### config.mk
export PLATFORM = sky130hd
export DESIGN_NAME = rf_stream_writer_flat
export DESIGN_NICKNAME = d
export VERILOG_FILES = /design/src/rtl/rf_stream_writer_if.sv /design/src/rtl/rf_stream_writer.sv /design/src/flat_wrapper.sv
export SDC_FILE = /design/constraint.sdc
export NUM_CORES = 1
export LEC_CHECK = 0
export ABC_AREA = 0
export BUFFER_PORTS_ARGS = -buffer_cell sky130_fd_sc_hd__buf_2
export CAP_MARGIN = 20
export CORE_AREA = 2 2 69 88
export DETAILED_ROUTE_END_ITERATION = 16
export DIE_AREA = 0 0 71 90
export SLEW_MARGIN = 10
export SYNTH_ARGS = -nofsm -noshare
export SYNTH_HDL_FRONTEND = slang
export SYNTH_SLANG_ARGS = --single-unit
### constraint.sdc
create_clock -name clk_i -period 1.5 [get_ports clk_i]
set_input_delay 0.3 -clock clk_i [delete_from_list [all_inputs] [get_ports clk_i]]
set_output_delay 0.3 -clock clk_i [all_outputs]
set_load 0.005 [all_outputs]
### src/rtl/rf_stream_writer_if.sv
// Write-data stream interface for rf_stream_writer.
// The producer (master) drives in_valid_i/in_data_i; the writer (slave)
// answers with in_ready_o. A word moves on a rising edge where both
// in_valid_i and in_ready_o are high.
//   in_valid_i  producer has a word on in_data_i
//   in_data_i   signed data word, DataWidth bits
//   in_ready_o  writer can take a word this cycle
interface rf_stream_writer_if #(
    parameter int unsigned DataWidth = 16
);
    logic                        in_valid_i;
    logic signed [DataWidth-1:0] in_data_i;
    logic                        in_ready_o;

    modport master (
        output in_valid_i,
        output in_data_i,
        input  in_ready_o
    );

    modport slave (
        input  in_valid_i,
        input  in_data_i,
        output in_ready_o
    );
endinterface

### src/rtl/rf_stream_writer.sv
// rf_stream_writer: fills a latch-based register file from a valid/ready
// data stream.
//
// A job starts in IDLE when start_i is seen. It writes count_i words
// (clamped to NumWords) to consecutive addresses from base_addr_i, wrapping
// modulo NumWords. Each word takes at least three cycles:
//   ACCEPT (take a word) -> WRITE (we_o high) -> HOLD (we_o low).
// Address and data stay stable through WRITE and HOLD, so the latch write
// pulse sees settled inputs on both sides.
//
// Optional feature, macro RF_WRITER_READBACK_EN: after the last word the
// job's addresses are read back one per cycle. err_o is raised if the XOR of
// the words read back differs from the XOR of the words accepted. Without
// the macro raddr_o and err_o are constant 0 and READBACK is never entered.
//
// Ports:
//   clk_i, rst_i        clock, synchronous active-high reset
//   start_i             start a job (only looked at in IDLE)
//   base_addr_i         first write address, captured with start_i
//   count_i             words to write, 0..NumWords, captured with start_i
//   in_s                write-data stream (slave side)
//   waddr_o/wdata_o/we_o  register-file write port, all registered
//   raddr_o/rdata_i     register-file read port (combinational read)
//   busy_o              high in every state except IDLE
//   done_o              one-cycle pulse at job end
//   err_o               readback mismatch, valid with done_o, held to next start
module rf_stream_writer #(
    parameter int unsigned AddrWidth = 4,
    parameter int unsigned DataWidth = 16
) (
    input  logic                        clk_i,
    input  logic                        rst_i,
    input  logic                        start_i,
    input  logic [AddrWidth-1:0]        base_addr_i,
    input  logic [AddrWidth:0]          count_i,
    rf_stream_writer_if.slave           in_s,
    output logic [AddrWidth-1:0]        waddr_o,
    output logic signed [DataWidth-1:0] wdata_o,
    output logic                        we_o,
    output logic [AddrWidth-1:0]        raddr_o,
    input  logic signed [DataWidth-1:0] rdata_i,
    output logic                        busy_o,
    output logic                        done_o,
    output logic                        err_o
);

    localparam int unsigned NumWords = 2 ** AddrWidth;
    localparam int unsigned CntWidth = AddrWidth + 1;

    typedef enum logic [2:0] {
        IDLE     = 3'd0,
        ACCEPT   = 3'd1,
        WRITE    = 3'd2,
        HOLD     = 3'd3,
        READBACK = 3'd4,
        FINISH   = 3'd5
    } state_e;

    state_e                      state_q, state_d;
    logic [AddrWidth-1:0]        addr_q, addr_d;
    logic [CntWidth-1:0]         left_q, left_d;
    logic [CntWidth-1:0]         count_clamped;
    logic                        handshake;

    logic [AddrWidth-1:0]        waddr_d;
    logic signed [DataWidth-1:0] wdata_d;
    logic                        we_d;
    logic                        ready_d;
    logic                        busy_d;
    logic                        done_d;
    logic                        err_d;

`ifdef RF_WRITER_READBACK_EN
    logic [AddrWidth-1:0]        base_q, base_d;
    logic [CntWidth-1:0]         total_q, total_d;
    logic [AddrWidth-1:0]        raddr_d;
    logic signed [DataWidth-1:0] wxor_q, wxor_d;
    logic signed [DataWidth-1:0] rxor_q, rxor_d;
`else
    logic                        unused_rdata;
    assign unused_rdata = ^rdata_i;
    assign raddr_o      = '0;
`endif

    // Requests larger than the register file are cut to one full pass.
    assign count_clamped = (count_i > CntWidth'(NumWords)) ? CntWidth'(NumWords) : count_i;

    // in_ready_o is registered high exactly while in ACCEPT.
    assign handshake = in_s.in_valid_i & in_s.in_ready_o;

    // State register.
    always_ff @(posedge clk_i) begin
        if (rst_i) begin
            state_q <= IDLE;
        end else begin
            state_q <= state_d;
        end
    end

    // Next state, next datapath values and next registered outputs.
    always_comb begin
        state_d = state_q;
        addr_d  = addr_q;
        left_d  = left_q;
        waddr_d = waddr_o;
        wdata_d = wdata_o;
        we_d    = 1'b0;
        err_d   = err_o;
`ifdef RF_WRITER_READBACK_EN
        base_d  = base_q;
        total_d = total_q;
        raddr_d = raddr_o;
        wxor_d  = wxor_q;
        rxor_d  = rxor_q;
`endif

        case (state_q)
            IDLE: begin
                if (start_i) begin
                    err_d  = 1'b0;
                    addr_d = base_addr_i;
                    left_d = count_clamped;
`ifdef RF_WRITER_READBACK_EN
                    base_d  = base_addr_i;
                    total_d = count_clamped;
                    wxor_d  = '0;
                    rxor_d  = '0;
`endif
                    state_d = (count_clamped == '0) ? FINISH : ACCEPT;
                end
            end

            ACCEPT: begin
                // Write address and data only change on this edge.
                if (handshake) begin
                    waddr_d = addr_q;
                    wdata_d = in_s.in_data_i;
                    we_d    = 1'b1;
`ifdef RF_WRITER_READBACK_EN
                    wxor_d  = wxor_q ^ in_s.in_data_i;
`endif
                    state_d = WRITE;
                end
            end

            WRITE: begin
                state_d = HOLD;
            end

            HOLD: begin
                addr_d = addr_q + 1'b1;
                left_d = left_q - 1'b1;
                if (left_q > CntWidth'(1)) begin
                    state_d = ACCEPT;
                end else begin
`ifdef RF_WRITER_READBACK_EN
                    // Reuse the word counter to time the readback pass.
                    raddr_d = base_q;
                    left_d  = total_q;
                    state_d = READBACK;
`else
                    state_d = FINISH;
`endif
                end
            end

            READBACK: begin
`ifdef RF_WRITER_READBACK_EN
                rxor_d  = rxor_q ^ rdata_i;
                raddr_d = raddr_o + 1'b1;
                left_d  = left_q - 1'b1;
                if (left_q == CntWidth'(1)) begin
                    err_d   = (wxor_q != rxor_d);
                    state_d = FINISH;
                end
`else
                state_d = FINISH;
`endif
            end

            FINISH: begin
                state_d = IDLE;
            end

            default: begin
                state_d = IDLE;
            end
        endcase

        // Status outputs are registered copies of the state being entered.
        ready_d = (state_d == ACCEPT);
        busy_d  = (state_d != IDLE);
        done_d  = (state_d == FINISH);
    end

    // Datapath and output registers.
    always_ff @(posedge clk_i) begin
        if (rst_i) begin
            addr_q          <= '0;
            left_q          <= '0;
            waddr_o         <= '0;
            wdata_o         <= '0;
            we_o            <= 1'b0;
            in_s.in_ready_o <= 1'b0;
            busy_o          <= 1'b0;
            done_o          <= 1'b0;
            err_o           <= 1'b0;
        end else begin
            addr_q          <= addr_d;
            left_q          <= left_d;
            waddr_o         <= waddr_d;
            wdata_o         <= wdata_d;
            we_o            <= we_d;
            in_s.in_ready_o <= ready_d;
            busy_o          <= busy_d;
            done_o          <= done_d;
            err_o           <= err_d;
        end
    end

`ifdef RF_WRITER_READBACK_EN
    // Readback bookkeeping registers.
    always_ff @(posedge clk_i) begin
        if (rst_i) begin
            base_q  <= '0;
            total_q <= '0;
            raddr_o <= '0;
            wxor_q  <= '0;
            rxor_q  <= '0;
        end else begin
            base_q  <= base_d;
            total_q <= total_d;
            raddr_o <= raddr_d;
            wxor_q  <= wxor_d;
            rxor_q  <= rxor_d;
        end
    end
`endif

endmodule
### src/flat_wrapper.sv
// flat-port wrapper written by rule: the top's interface ports become plain ports
module rf_stream_writer_flat 
#(
    parameter int unsigned AddrWidth = 4,
    parameter int unsigned DataWidth = 16
)
  (clk_i, rst_i, start_i, base_addr_i, count_i, waddr_o, wdata_o, we_o, raddr_o, rdata_i, busy_o, done_o, err_o, in_s_in_valid_i, in_s_in_data_i, in_s_in_ready_o);
  rf_stream_writer_if #(.DataWidth(DataWidth)) in_s_i ();
  input  logic clk_i;
  input  logic rst_i;
  input  logic start_i;
  input  logic [AddrWidth-1:0] base_addr_i;
  input  logic [AddrWidth:0] count_i;
  output logic [AddrWidth-1:0] waddr_o;
  output logic signed [DataWidth-1:0] wdata_o;
  output logic we_o;
  output logic [AddrWidth-1:0] raddr_o;
  input  logic signed [DataWidth-1:0] rdata_i;
  output logic busy_o;
  output logic done_o;
  output logic err_o;
  input wire logic [$bits(in_s_i.in_valid_i)-1:0] in_s_in_valid_i;
  input wire logic [$bits(in_s_i.in_data_i)-1:0] in_s_in_data_i;
  output wire logic [$bits(in_s_i.in_ready_o)-1:0] in_s_in_ready_o;
  assign in_s_i.in_valid_i = in_s_in_valid_i;
  assign in_s_i.in_data_i = in_s_in_data_i;
  assign in_s_in_ready_o = in_s_i.in_ready_o;
  rf_stream_writer #(.AddrWidth(AddrWidth), .DataWidth(DataWidth)) u_core (.clk_i(clk_i), .rst_i(rst_i), .start_i(start_i), .base_addr_i(base_addr_i), .count_i(count_i), .in_s(in_s_i), .waddr_o(waddr_o), .wdata_o(wdata_o), .we_o(we_o), .raddr_o(raddr_o), .rdata_i(rdata_i), .busy_o(busy_o), .done_o(done_o), .err_o(err_o));
endmodule
[Word level (Yosys, flattened, before mapping)]
Index checks and enable logic that the tools add are counted.
W data, S select, Z words.
Word-level totals
  register bits: 36
  output and inout bits: 29
  logic and storage cells: 40
Operators by class
  muxes and demuxes: 11
  bitwise gates (word level): 2
  magnitude comparators: 2
  reductions and logical operators: 7
  equal/unequal tests: 7
  add/subtract/negate cells: 2
Operator list (count)
  $pmux W3 S5: 1
  $mux W3: 4
  $mux W5: 2
  $pmux W5 S2: 1
  $pmux W4 S2: 1
  $eq A3 B1 Y1 const B: 2
  $eq A3 B2 Y1 const B: 2
  $eq A3 B3 Y1 const B: 2
  $gt A5 B1 Y1 const B: 1
  $gt A5 B5 Y1 const B: 1
  $logic_not A5 Y1: 1
  $sub A5 B1 Y5 const B: 1
  $add A4 B1 Y4 const B: 1
  $mux W4: 1
  $reduce_and A2 Y1: 2
  $logic_not A3 Y1: 1
  $reduce_bool A3 Y1: 1
  $ne A2 B2 Y1 const B: 1
  $reduce_bool A2 Y1: 1
  $reduce_or A2 Y1: 1
  $and A1 B1 Y1: 1
  $mux W1: 1
  $not A1 Y1: 1

[Longest topological paths before layout]
  word-level depth: 7
  gate-level depth with buffers: 6
  mapped depth without buffers: 6

[Worst setup path after synthesis]
OpenSTA, ideal clock, no wires.
  path kind: flip-flop to flip-flop
  from: register u_core.state_q[0]
  to: register u_core.left_q[2]
  required time: 1372 ps
  path slack: 125 ps
  period minus slack after synthesis: 1375 ps
  library setup time: 128 ps
  data arrival time: 1247 ps
  path buffers: 1
  cell stages (with the launch flop): 6
  cells stage by stage: dfxtp_1 > buf_2 > or3b_2 > a21oi_1 > a2bb2oi_1 > nor2_1
On the way
  word-level cells in the longest chain between the ends: 3
  elaborated cells on any way between the ends: 6
  classes of those cells: eq/ne: 2; mux: 1; reduce/logical: 3
Ends and longest elaborated chain
  start, declared: line rf_stream_writer.sv:59  | state_e state_q, state_d;
  start signal, assigned: line rf_stream_writer.sv:96  | state_q <= state_d;
  $eq A3 B2 Y1 / $logic_not A3 Y1 (equally long branches): line rf_stream_writer.sv:117  | case (state_q)
  $reduce_bool A2 Y1 (no line) / $ne A2 B2 Y1 (equally long branches)
  $reduce_and A2 Y1 (no line)
  end signal, assigned: line rf_stream_writer.sv:210  | left_q <= left_d;
  end, declared: line rf_stream_writer.sv:61  | logic [CntWidth-1:0] left_q, left_d;
Several ways; a longest one is shown, not always the timed one.
A chain may end at the register's enable or synchronous reset.

[Worst setup path in the final report]
  from: register u_core.state_q[0]
  to: register u_core.addr_q[1]
On the way
  word-level cells in the longest chain between the ends: 3
  elaborated cells on any way between the ends: 6
  classes of those cells: eq/ne: 2; mux: 1; reduce/logical: 3
Ends and longest elaborated chain
  $eq A3 B2 Y1 / $logic_not A3 Y1 (equally long branches): line rf_stream_writer.sv:117
  $reduce_bool A2 Y1 (no line) / $ne A2 B2 Y1 (equally long branches)
  $reduce_and A2 Y1 (no line)
  end signal, assigned: line rf_stream_writer.sv:209  | addr_q <= addr_d;
  end, declared: line rf_stream_writer.sv:60  | logic [AddrWidth-1:0] addr_q, addr_d;
Several ways; a longest one is shown, not always the timed one.

==> out/metrics.yaml <==
outcome: "finished clean"
die-area_mm2: 0.00639
cts_buffers: 5
io_pins: 74
clk_pin_slew_ps: 80
netlist_area_mm2: 0.00163
finalHoldViolations: 0
fp.dieW_um: 71
clock_tree.buffer_depth: 2
critical_path.endpoint_type: "flip-flop"
first_iter_violations: 43
drtAntennaViolNets: 0
setup_tns_ps: 0
syn_to_final_growth_pct: 31.1
cp-start-kind: "flip-flop"
place.gp.congestion: 0.714
arrival_ps: 1610
finalClockSkew_ps: 6.11
place_area_mm2: 0.00199
drive_gt1_frac: 0.336
dp_slack_ps: 18.0
antenna_found_initial: 0
min_path_type: "primary input to flip-flop"
vdd_drop_max_mv: 0.475
dr_wl_met2_mm: 1.66
drv_slew: 0
grt_max_degree: 23
avgSynthCellArea_um2: 8.29
powerDensity_mw_per_mm2: 1020
route.final.wire_length_mm: 3.44
n_antenna_cell: 0
drc: 0
cts_sinks: 36
synth_cells: 196
ys_async_sr_fraction: 0
finalSetupViolCount: 0
root_buffer: "clkbuf_8"
path_class: "flip-flop to flip-flop"
yosysUniqueCellTypes: 48
io_buffers: 52
slowest_stage: "or4b_4"
yosysTopAreaCellShare: 0.443
wire_per_inst_um: 10.7
critPathRequiredTime_ps: 1660
p_leak_nw: 0.927
wl_met3_um: 194
max_cap_violations: 0
grt_pass1_wl_mm: 5.92
timing.fmax_ghz: 0.690
drtPass1Iterations: 4
grt-ovfl-total: 0
power_mw: 2.17
yosysMostFrequentCell: "nand2_1"
top_layer_used: "met4"
ys_dominant_reg_cell: "dfxtp_1"
cpPeakStageDelay_ps: 600
wirelength_met1_mm: 1.54
vias: 1489
period_share: 0.966
yosys-top-cells-count: "45 x nand2_1, 36 x dfxtp_1, 24 x a21oi_1, 15 x nor2_1, 7 x buf_4"
min_period_ps: 1450
yosys.area.top_type: "dfxtp_1"
final_area_mm2: 0.00213
yosys_warnings: 0
synth_area_leaders: "dfxtp_1 44%, nand2_1 10%, a21oi_1 7.4%"
place_hpwl_mm: 2.59
grt_use_total: 0.115
final_net_count: 303
grt_pass1_vias: 1310
synth-edff-count: 0
coreArea_mm2: 0.00562
fp-row-count: 31
h-tree-depth: 2
viasPerCell: 4.62
dieHeight_um: 90
insertion_delay_ps: 290
start_util: 0.289
synth_seq_area_share: 0.443
ys_seq_elements: 36
fillCellCount: 587
cts_tree: "built"
path_max_fanout: 8
fin_util: 0.379
worst_slack_ps: 50.4
path_cells: "or4b_4 -> buf_4 -> o22ai_1 -> nor3_1"
==> cell usage in the layout, fill, tap and decap left out, types with 2 or more instances in the layout <==
cell type,instances
buf_4,11
nor3b_1,2
dfxtp_2,2
nand2_1,45
nand2b_1,4
conb_1,5
nand3b_1,2
ha_1,3
nor2_1,15
clkbuf_8,5
and3_1,2
buf_2,52
or3_1,2
o21ai_0,4
dfxtp_1,34
a21oi_1,24
inv_1,5
nor3_1,4
==> area by class of cell <==
type | instances | area (um2) | area share
clock buffers | 5 | 68.8 | 0.0323
clock inverters | 3 | 42.5 | 0.0200
inverters | 5 | 18.8 | 0.00881
multi-input cells | 142 | 821 | 0.385
flip-flops and latches | 36 | 723 | 0.339
well taps | 66 | 82.6 | 0.0388
repair buffers | 65 | 374 | 0.176
==> cells by family after synthesis <==
logic type | after synthesis | share of synthesized area
xor gates and xnor gates | 1 | 0.00539
muxes | 1 | 0.00616
AOI/OAI and AO/OA | 42 | 0.172
buffers and inverters | 22 | 0.0731
and+or+nand+nor | 90 | 0.274
other | 1 | 0.00231
DFF | 36 | 0.443
adders and majority gates | 3 | 0.0231
==> path summary, 6_finish.rpt <==
check                                                     from                              end  slack (ps)  cells past startpoint
worst max-delay path              u_core.state_q[0]$_SDFF_PP0_    u_core.addr_q[1]$_SDFFE_PP0P_          50                      4
worst min-delay path                        in_s_in_data_i[12]  u_core.wdata_o[12]$_SDFFE_PP0P_         240                      3
worst max register to register    u_core.state_q[0]$_SDFF_PP0_    u_core.addr_q[1]$_SDFFE_PP0P_          50                      4
worst min register to register  u_core.wdata_o[3]$_SDFFE_PP0P_   u_core.wdata_o[3]$_SDFFE_PP0P_         450                      2
==> metrics by stage <==
step | hold slack (ps) | cells
2_1_floorplan | 436 | 200
3_3_place_gp | 439 | 313
3_5_place_dp | 444 | 313
4_1_cts | 228 | 321
5_1_grt | 237 | 322
6_report | 241 | 322
==> per-layer routing <==
layer,vias to the layer above,track usage
met2,42,0.192
li1,774,-
met3,6,0.0314
met5,-,0
met1,667,0.141
met4,0,0.0425
==> worst max-delay path, delay by kind of cell, from the launching register on <==
kind                   cells  cell delay (ps)
AO/OA/AOI/OAI              1              140
buffers and inverters      1              170
flip-flops                 1              360
AND/OR/NAND/NOR            2              660
==> power breakdown <==
group	switching, mW	internal (mW)	leakage, nW
logic	0.144	0.142	0.579
clock network	0.355	0.492	0.0541
registers	0.0349	1.00	0.293
total	0.534	1.63	0.927
==> state kept, by name, summed over array words and instances (netlist names) <==
| signal | count |
|---|---|
| u_core.waddr_o | 4 |
| u_core.addr_q | 4 |
| u_core.state_q | 3 |
| u_core.busy_o | 1 |
| u_core.left_q | 5 |
| u_core.wdata_o | 16 |
| u_core.we_o | 1 |
| u_core.in_s.in_ready_o | 1 |
| u_core.done_o | 1 |
==> what timing repair did <==
item | in CTS | in global routing
hold endpoints to repair | 0 | 0
setup endpoints to repair | 0 | 28
hold buffers | 0 | 0
gates resized for setup | 0 | 6
buffers inserted | 0 | 1
No activity file was read; power rests on OpenSTA's default activity.
